===== src/rtl/ac97_frame_tx.sv =====
// AC'97 output-frame serializer: builds 256-bit frames (tag, command, PCM L/R)
// and shifts them out MSB first on BIT_CLK, with a one-cycle FRAME_SIG per frame.
module ac97_frame_tx #(
  parameter int SAMPLE_W = 18
) (
  input  logic                BIT_CLK,
  input  logic                RESET,
  input  logic [SAMPLE_W-1:0] L_SAMPLE,
  input  logic [SAMPLE_W-1:0] R_SAMPLE,
  input  logic                CMD_VALID,
  output logic                CMD_READY,
  input  logic                CMD_RW,
  input  logic [6:0]          CMD_ADDR,
  input  logic [15:0]         CMD_DATA,
  output logic                SYNC,
  output logic                SDATA_OUT,
  output logic                FRAME_SIG
);

  logic [7:0]          bit_count;
  logic                boundary;

  logic                pend;
  logic                pend_rw;
  logic [6:0]          pend_addr;
  logic [15:0]         pend_data;

  logic                sh_valid;
  logic                sh_rw;
  logic [6:0]          sh_addr;
  logic [15:0]         sh_data;
  logic [SAMPLE_W-1:0] sh_l;
  logic [SAMPLE_W-1:0] sh_r;

  logic                sync_q;
  logic                sdata_q;
  logic                frame_q;

  logic [15:0]         tag;
  logic [19:0]         slot1;
  logic [19:0]         slot2;
  logic [19:0]         slot3;
  logic [19:0]         slot4;
  logic                next_bit;

  assign boundary  = (bit_count == 8'd255);

  // Handshake: a command transfers on any edge where CMD_VALID && CMD_READY.
  // CMD_READY is simply !pend, so at most one command waits per frame.
  assign CMD_READY = !pend;

  assign SYNC      = sync_q;
  assign SDATA_OUT = sdata_q;
  assign FRAME_SIG = frame_q;

  always_comb begin
    tag   = {1'b1, sh_valid, sh_valid, 2'b11, 11'b0};
    slot1 = sh_valid ? {sh_rw, sh_addr, 12'b0} : 20'b0;
    slot2 = (sh_valid && !sh_rw) ? {sh_data, 4'b0} : 20'b0;
    slot3 = 20'(sh_l) << (20 - SAMPLE_W);
    slot4 = 20'(sh_r) << (20 - SAMPLE_W);
    next_bit = 1'b0;
    // Each slot is sent MSB first, so the bit index counts down from the slot's last bit.
    if (bit_count < 8'd16)      next_bit = tag[4'(8'd15 - bit_count)];
    else if (bit_count < 8'd36) next_bit = slot1[5'(8'd35 - bit_count)];
    else if (bit_count < 8'd56) next_bit = slot2[5'(8'd55 - bit_count)];
    else if (bit_count < 8'd76) next_bit = slot3[5'(8'd75 - bit_count)];
    else if (bit_count < 8'd96) next_bit = slot4[5'(8'd95 - bit_count)];
  end

  always_ff @(posedge BIT_CLK) begin
    if (RESET) begin
      bit_count <= 8'd0;
      sync_q    <= 1'b0;
      sdata_q   <= 1'b0;
      frame_q   <= 1'b0;
      pend      <= 1'b0;
      pend_rw   <= 1'b0;
      pend_addr <= 7'd0;
      pend_data <= 16'd0;
      sh_valid  <= 1'b0;
      sh_rw     <= 1'b0;
      sh_addr   <= 7'd0;
      sh_data   <= 16'd0;
      sh_l      <= '0;
      sh_r      <= '0;
    end else begin
      bit_count <= bit_count + 8'd1;
      sync_q    <= (bit_count < 8'd16);
      sdata_q   <= next_bit;
      frame_q   <= boundary;
      if (boundary) begin
        // Shadow registers freeze everything the next frame transmits.
        sh_l     <= L_SAMPLE;
        sh_r     <= R_SAMPLE;
        sh_valid <= pend | (CMD_VALID & CMD_READY);
        sh_rw    <= pend ? pend_rw   : CMD_RW;
        sh_addr  <= pend ? pend_addr : CMD_ADDR;
        sh_data  <= pend ? pend_data : CMD_DATA;
        pend     <= 1'b0;
      end else if (CMD_VALID && CMD_READY) begin
        pend      <= 1'b1;
        pend_rw   <= CMD_RW;
        pend_addr <= CMD_ADDR;
        pend_data <= CMD_DATA;
      end
    end
  end

endmodule


===== config.mk =====
export PLATFORM = sky130hd
export DESIGN_NAME = ac97_frame_tx
export DESIGN_NICKNAME = d
export VERILOG_FILES = /design/src/rtl/ac97_frame_tx.sv
export SDC_FILE = /design/constraint.sdc
export NUM_CORES = 1
export LEC_CHECK = 0
export CORE_MARGIN = 1.5
export CORE_UTILIZATION = 40
export CTS_CLUSTER_SIZE = 24
export DETAILED_ROUTE_END_ITERATION = 10
export SLEW_MARGIN = 0
export SYNTH_ARGS = -nofsm -noshare
export SYNTH_HDL_FRONTEND = slang
export SYNTH_SLANG_ARGS = --single-unit

===== constraint.sdc =====
create_clock -name BIT_CLK -period 3.9 [get_ports BIT_CLK]
set_input_delay 0.975 -clock BIT_CLK [delete_from_list [all_inputs] [get_ports BIT_CLK]]
set_output_delay 0.975 -clock BIT_CLK [all_outputs]
set_load 0.005 [all_outputs]

======== Yosys cells after proc, flatten, opt, wreduce, memory -nomap -nowiden ========
Index checks and enable logic that the tools add are counted.
cells by class
  magnitude comparators ................... 10
  reduce and logical (&&, ||, !) cells .... 6
  bitwise gates (word level) .............. 3
  multiplexer cells ....................... 20
  equality and inequality tests ........... 1
  add/subtract/negate cells ............... 6
operator list
  operator                                                    count
  2-to-1 mux 20 bit                                           2
  less-than comparator 5 x 6 -> 1 bit, second input constant  4
  binary-select mux 1 bit (select 5 bit)                      4
  less-than comparator 8 x 6 -> 1 bit, second input constant  2
  less-than comparator 8 x 7 -> 1 bit, second input constant  2
  2-to-1 mux 16 bit                                           1
  2-to-1 mux 1 bit                                            11
  subtractor 5 bit, first input constant                      2
  adder 8 x 1 -> 8 bit, second input constant                 1
  equality test 8 bit, second input constant                  1
  less-than comparator 8 x 5 -> 1 bit, second input constant  1
  2-to-1 mux 7 bit                                            1
  less-than comparator 4 x 5 -> 1 bit, second input constant  1
  subtractor 2 x 5 -> 5 bit, first input constant             1
  subtractor 4 x 5 -> 5 bit, first input constant             1
  binary-select mux 1 bit (select 4 bit)                      1
  subtractor 4 bit, first input constant                      1
  logical AND 1 bit                                           2
  zero test 1 bit                                             2
  AND reduction 2 bit                                         1
  OR reduction 2 bit                                          1
  bitwise AND 1 bit                                           1
  NOT 1 bit                                                   1
  OR 1 bit                                                    1
storage, ports and cells
  flip-flop bits (word level) ............. 97
  word-level logic and storage cells ...... 60

======== Logic depth before layout (Yosys ltp) ========
Gate-level depths: netlist of the first run.
  depth after elaboration ................. 8
  mapped depth ............................ 8

======== Least setup slack after synthesis of the first run ========
Ideal clock, no wire load.
  path type ............................... in2reg
  start ................................... input port RESET
  end ..................................... register pend_addr[0]
  arrival time ............................ 1779 ps
  slack ................................... 1989 ps
  stages .................................. 4
  cell sequence ........................... clkbuf_1 clkbuf_1 clkbuf_1 a21oi_1
RTL lines
  item                  line  text
  from (decl)           7     input logic RESET,
  to (signal assigned)  79    pend_addr <= 7'd0;
  to (signal assigned)  104   pend_addr <= CMD_ADDR;
  to (decl)             25    logic [6:0] pend_addr;
No word-level cell between the ends.

======== Worst setup path after layout of the first run ========
  start ................................... register bit_count[2]
  end ..................................... register pend_data[0]
between the ends
  longest elaborated chain between the ends .. 3
RTL lines
  item                           line  text
  from (decl)                    20    logic [7:0] bit_count;
  from (signal assigned)         88    bit_count <= bit_count + 8'd1;
  equality test 8 bit            46    assign boundary = (bit_count == 8'd255);
  NOT 1 bit (no line)            n/a
  AND reduction 2 bit (no line)  n/a
  to (signal assigned)           80    pend_data <= 16'd0;
  to (signal assigned)           105   pend_data <= CMD_DATA;
  to (decl)                      26    logic [15:0] pend_data;
No other way between the ends.
A chain may end at the register's enable or synchronous reset.

==> results of run 1 <==
final timing paths:
check	to	startpoint	slack, ns
hold / removal	sh_l[14]	sh_l[14]	0.45
setup reg to reg	pend_data[0]	bit_count[2]	1.26
setup / recovery	pend_data[0]	bit_count[2]	1.26
hold reg to reg	sh_l[14]	sh_l[14]	0.45
cells in the final DEF, fill, tap and decap left out, types with 2 or more instances in the layout:
cell type,count
a211oi_1,25
a21oi_1,62
a311oi_1,2
a31oi_1,2
and3_1,3
buf_4,5
bufinv_16,2
clkbuf_8,12
clkdlybuf4s50_1,65
dfxtp_1,97
ha_1,5
inv_1,5
mux2i_1,33
mux4_1,11
nand2_1,132
nand3_1,7
nand4_1,9
nor2_1,41
nor3_1,5
nor4_1,2
o21ai_0,2
xnor2_1,3
xor2_1,6
logic make-up (layout without fill, tap and decap cells):
kind of cell | Yosys count | in the layout | synth area share [%]
AND/OR/NAND/NOR | 204 | 204 | 19.06
AO/OA/AOI/OAI | 99 | 99 | 13.56
flip-flops | 97 | 97 | 44.67
buffers and inverters | 48 | 94 | 5.210
multiplexers | 44 | 44 | 14.25
XOR/XNOR | 9 | 9 | 1.814
adder cells (fa/ha/maj) | 5 | 5 | 1.439
stage by stage:
step,hold WS (ns),power (W),instances,utilization [%],setup WS [ns]
3_5_place_dp,0.4450,0.001248,672,48.32,1.217
2_1_floorplan,0.4315,0.001154,506,-,1.989
6_report,0.4529,0.001974,688,50.62,1.257
5_1_grt,0.4762,0.002052,688,50.62,0.9265
3_3_place_gp,0.4380,0.001245,672,48.32,1.273
4_1_cts,0.4574,0.001998,688,50.62,1.236
worst max-delay path, cell delays in order (launching register included):
cell	delay, ns
dfxtp_1	0.63
ha_1	0.33
nand4_1	0.23
or2_1	0.37
nand3_1	0.69
nand2_1	0.14
a21oi_1	0.17
cell usage after synthesis (6+ instances only):
cell,n
buf_2,16
nand3_1,7
a211oi_1,25
mux2i_1,33
a21oi_1,62
nand4_1,9
nor2_1,42
nand2_1,132
mux4_1,11
xor2_1,6
clkbuf_1,18
dfxtp_1,97
flip-flops by register name (all words and copies together) (netlist names), 7 cells and up:
name       count
sh_data       16
sh_r          18
bit_count      8
sh_l          18
sh_addr        7
pend_addr      7
pend_data     16
power by group through the flow:
stage | registers, W | logic [W] | clock network [W]
floorplan | 0.00104 | 0.000113 | 0
global placement | 0.00104 | 0.000203 | 0
detailed placement | 0.00104 | 0.000205 | 0
CTS | 0.00102 | 0.000206 | 0.000773
global route | 0.00102 | 0.000223 | 0.000807
finish | 0.00102 | 0.000204 | 0.000751
routing by layer:
layer / GRT usage (%) / routed length (um)
met1: 20.88 / 4247
met3: 4.134 / 317
met2: 30.30 / 4660
met4: 5.048 / 106
met5: 0 / 0
layout make-up:
cell class                      instances  area [um^2]
Inverter                                6        22.52
Fill cell                             992         5144
Sequential cell                        97         1942
Multi-Input combinational cell        361         2186
Tap cell                              136        170.2
Clock inverter                          4        73.82
Timing Repair Buffer                   72        713.2
Clock buffer                           12        165.2
==> out/metrics.yaml, run 1 <==
yosys:
  yosysTopAreaCell: "dfxtp_1"
  synth.distinct_cells: 35
  syn-cell-area_mm2: 0.004347
  synth_top_area_share_pct: 44.67
  avgSynthCellArea_um2: 8.590
  ys_warn_count: 0
  syn_nets: 574
  postSynthCellCount: 506
  synth_top_flop_cell: "dfxtp_1"
  ys_ff_latch: 97
  async_flop_share_pct: 0
  yosysSeqAreaShare_pct: 44.67
  synth_edf_count: 0
  synth_area_leaders: "dfxtp_1 45%, nand2_1 11%, mux2i_1 7.6%"
timing:
  tightest_slew_ns: 0.9638
  fmax_mhz: 378.4
  finalClockSkew_ns: 0.007409
  finalSetupViolations: 0
  relSlewSlack_pct: 35.56
  final_hold_viol_count: 0
  slew_viol_final: 0
  min_period_ns: 2.643
  setup-tns-final_ns: 0
  finalCritPeriodShare_pct: 67.76
  rsz0062_at_grt: "false"
clock_tree:
  cts_tree: "yes"
  cts.sinks: 97
  clock-root-buffer: "clkbuf_8"
  clk_latency_ns: 0.36
  cts_hold_buf: 0
  post-cts-setup-buffer-count: 0
  clk_pin_slew_ns: 0.09
  numCtsBuffers: 9
  cts_resized: 0
  cts_buffer_depth: 2
  htree_levels: 3
routing:
  drt_wl_total_mm: 9.331
  num_vias: 3570
  detail_route.vias_per_cell: 5.189
  wl_per_cell_um: 13.56
  first_iter_violations: 68
  ant_nets: 0
  drc: 0
  drt_pre_antenna_iters: 4
die:
  die_h_um: 107.2
  core_region_area_mm2: 0.01042
  io_pins: 67
  die_w_um: 107.2
  initial_core_util_pct: 41.73
  num_rows: 37
  die_area_mm2: 0.01150
worst_setup_path:
  ff2ff_path_depth: 6
  crit_type: "reg -> reg"
  start_kind: "flip-flop"
  critPathRequiredTime_ns: 4.19
  worst-path-max-fanout: 24
  crit_arrival_ns: 2.93
  end_kind: "flip-flop"
pwr:
  switching_share_pct: 22.44
  p_int_w: 0.001531
  p_switching_w: 0.0004429
  ir_worst_vdd_mv: 0.1859
  p_leak_nw: 1.879
  power_density_mw_per_mm2: 374.4
  power.share.sequential_pct: 51.6
  comb_power_share_pct: 10.3
  clockPowerShare_pct: 38.0
final_layout:
  fin_nets: 615
  drive_gt1_share_pct: 4.529
  area_growth_pct: 21.30
  stdcell_area_mm2: 0.005273
  antenna_cells: 0
status:
  status: "completed"
placement:
  portBuffers: 66
  place_hpwl_mm: 6.172
  placed_area_mm2: 0.005034
  gp_routability_congestion: 0.8813
run:
  maxCapViolations: 0
global_routing:
  grt_pass1_wl_mm: 15.84
  antenna_found_initial: 0
  grt_pass1_vias: 3441
  grt_overflow: 0
  grt_max_degree: 81
  track_usage_pct: 17.27
hold_path:
  hp-class: "reg -> reg"
  holdPathStages: 2
Note: power is estimated with default switching activity, not from simulation.
==> inputs of run 2 (changes only) <==
==> constraint.sdc (replaced) <==
create_clock -name BIT_CLK -period 2.48 [get_ports BIT_CLK]
set_input_delay 0.62 -clock BIT_CLK [delete_from_list [all_inputs] [get_ports BIT_CLK]]
set_output_delay 0.62 -clock BIT_CLK [all_outputs]
set_load 0.005 [all_outputs]
==> out/metrics.yaml, run 2 (same netlist as run 1, synthesis figures left out) <==
placement:
  portBuffers: 66
  place_hpwl_mm: 6.690
  gp_routability_congestion: 0.8612
timing:
  rsz0062_at_grt: "false"
  finalCritPeriodShare_pct: 80.01
  tightest_slew_ns: 0.6368
  finalSetupViolations: 0
  min_period_ns: 1.984
  fmax_mhz: 504.0
  final_hold_viol_count: 0
  slew_viol_final: 0
  setup-tns-final_ns: 0
  relSlewSlack_pct: 57.55
  finalClockSkew_ns: 0.01096
worst_setup_path:
  crit_arrival_ns: 2.21
  slowest_stage: "mux4_1"
  start_kind: "flip-flop"
  crit_chain: "buf_4, mux4_1, nand4_1, nand2_1, a311oi_1, a311oi_1"
  cp_slowest_stage_delay_ns: 0.62
  end_kind: "flip-flop"
  critPathRequiredTime_ns: 2.71
  cpMostUsedCell: "a311oi_1"
  crit_type: "reg -> reg"
  worst-path-max-fanout: 21
routing:
  wl_per_cell_um: 13.59
  drt_wl_total_mm: 9.502
  num_vias: 3568
  detail_route.vias_per_cell: 5.104
  ant_nets: 0
  first_iter_violations: 98
  drt_pre_antenna_iters: 4
  drc: 0
global_routing:
  grt_pass1_wl_mm: 16.25
  met2_usage_pct: 29.03
  grt_overflow: 0
  grt.busiest_layer: "met2"
  antenna_found_initial: 0
  grt_util_met3_pct: 2.736
  grt_util_met1_pct: 23.13
  grt_max_degree: 52
  track_usage_pct: 17.73
  grt_pass1_vias: 3482
clock_tree:
  clock-root-buffer: "clkbuf_8"
  cts_hold_buf: 0
  cts_buffer_depth: 2
  htree_levels: 3
  clk_pin_slew_ns: 0.08
  numCtsBuffers: 9
  cts.sinks: 97
  post-cts-setup-buffer-count: 0
  clk_latency_ns: 0.35
  cts_resized: 0
  cts_tree: "yes"
final_layout:
  nFillCells: 1009
  drive_gt1_share_pct: 5.861
  antenna_cells: 0
  area_growth_pct: 22.65
  final_common_cell: "nand2_1"
  reg_top3: "sh_l: 18 flops, sh_r: 18 flops"
  post-route-util_pct: 51.18
  fin_nets: 626
  mostFrequentLayoutCells: "132 x nand2_1, 97 x dfxtp_1, 65 x clkdlybuf4s50_1, 62 x a21oi_1, 41 x nor2_1"
die:
  die_area_mm2: 0.01150
  initial_core_util_pct: 41.73
  core_region_area_mm2: 0.01042
  die_w_um: 107.2
  die_h_um: 107.2
  io_pins: 67
  num_rows: 37
pwr:
  ir_worst_vdd_mv: 0.2239
  power_density_mw_per_mm2: 533.8
  p_leak_nw: 1.898
  p_total_w: 0.002846
run:
  maxCapViolations: 0
status:
  status: "completed"
hold_path:
  hp-class: "reg -> reg"
-- run 2: changes by cell type in the layout (fill, tap and decap cells not counted), sizes merged --
| cell | before | now |
|---|---|---|
| clkinvlp | 0 | 4 |
| bufinv | 2 | 0 |
| clkinv | 2 | 0 |
| buf | 7 | 18 |
-- run 2: worst paths after layout --
kind | from | endpoint | slack [ns] | cells after the start
worst max-delay path | bit_count[1] | SDATA_OUT | 0.50 | 6
worst min-delay path | pend_rw | pend_rw | 0.46 | 2
worst max register to register | bit_count[1] | SDATA_OUT | 0.50 | 6
worst min register to register | pend_rw | pend_rw | 0.46 | 2
-- run 2: per-stage QoR --
stage	hold WS [ns]	cell area, um^2	setup WS [ns]	instances
3_5_place_dp	0.4455	5166	0.5000	683
6_report	0.4560	5331	0.4957	699
4_1_cts	0.4593	5331	0.4824	699
5_1_grt	0.4775	5331	0.3235	699
3_3_place_gp	0.4398	5166	0.4901	683
2_1_floorplan	0.4315	4347	0.7482	506
-- run 2: power by group --
group	internal, W	switching [W]
registers	0.00159	0.0000137
logic	0.000186	0.000159
clock network	0.000366	0.000535
total	0.00214	0.000707
-- run 2: cell type report --
cell class | count | area [um^2] | share of cell area (%)
multi-input cells | 361 | 2186 | 41.00
clock inverters | 4 | 30.03 | 0.5632
repair buffers | 83 | 845.8 | 15.86
inverters | 6 | 22.52 | 0.4224
well taps | 136 | 170.2 | 3.192
flip-flops and latches | 97 | 1942 | 36.42
clock buffers | 12 | 135.1 | 2.535
-- run 2: critical path, delay by kind of cell (launching register included) --
kind / cells / cell delay (ns)
AOI/OAI and AO/OA: 2 / 0.40
buffers and inverters: 1 / 0.34
DFF: 1 / 0.35
muxes: 1 / 0.62
and+or+nand+nor: 2 / 0.16
-- run 2: layer usage --
metal	routed length, um	part of all wire [%]
met5	0	0
met4	140	1.5
met3	349	3.7
met2	4458	47
met1	4553	48
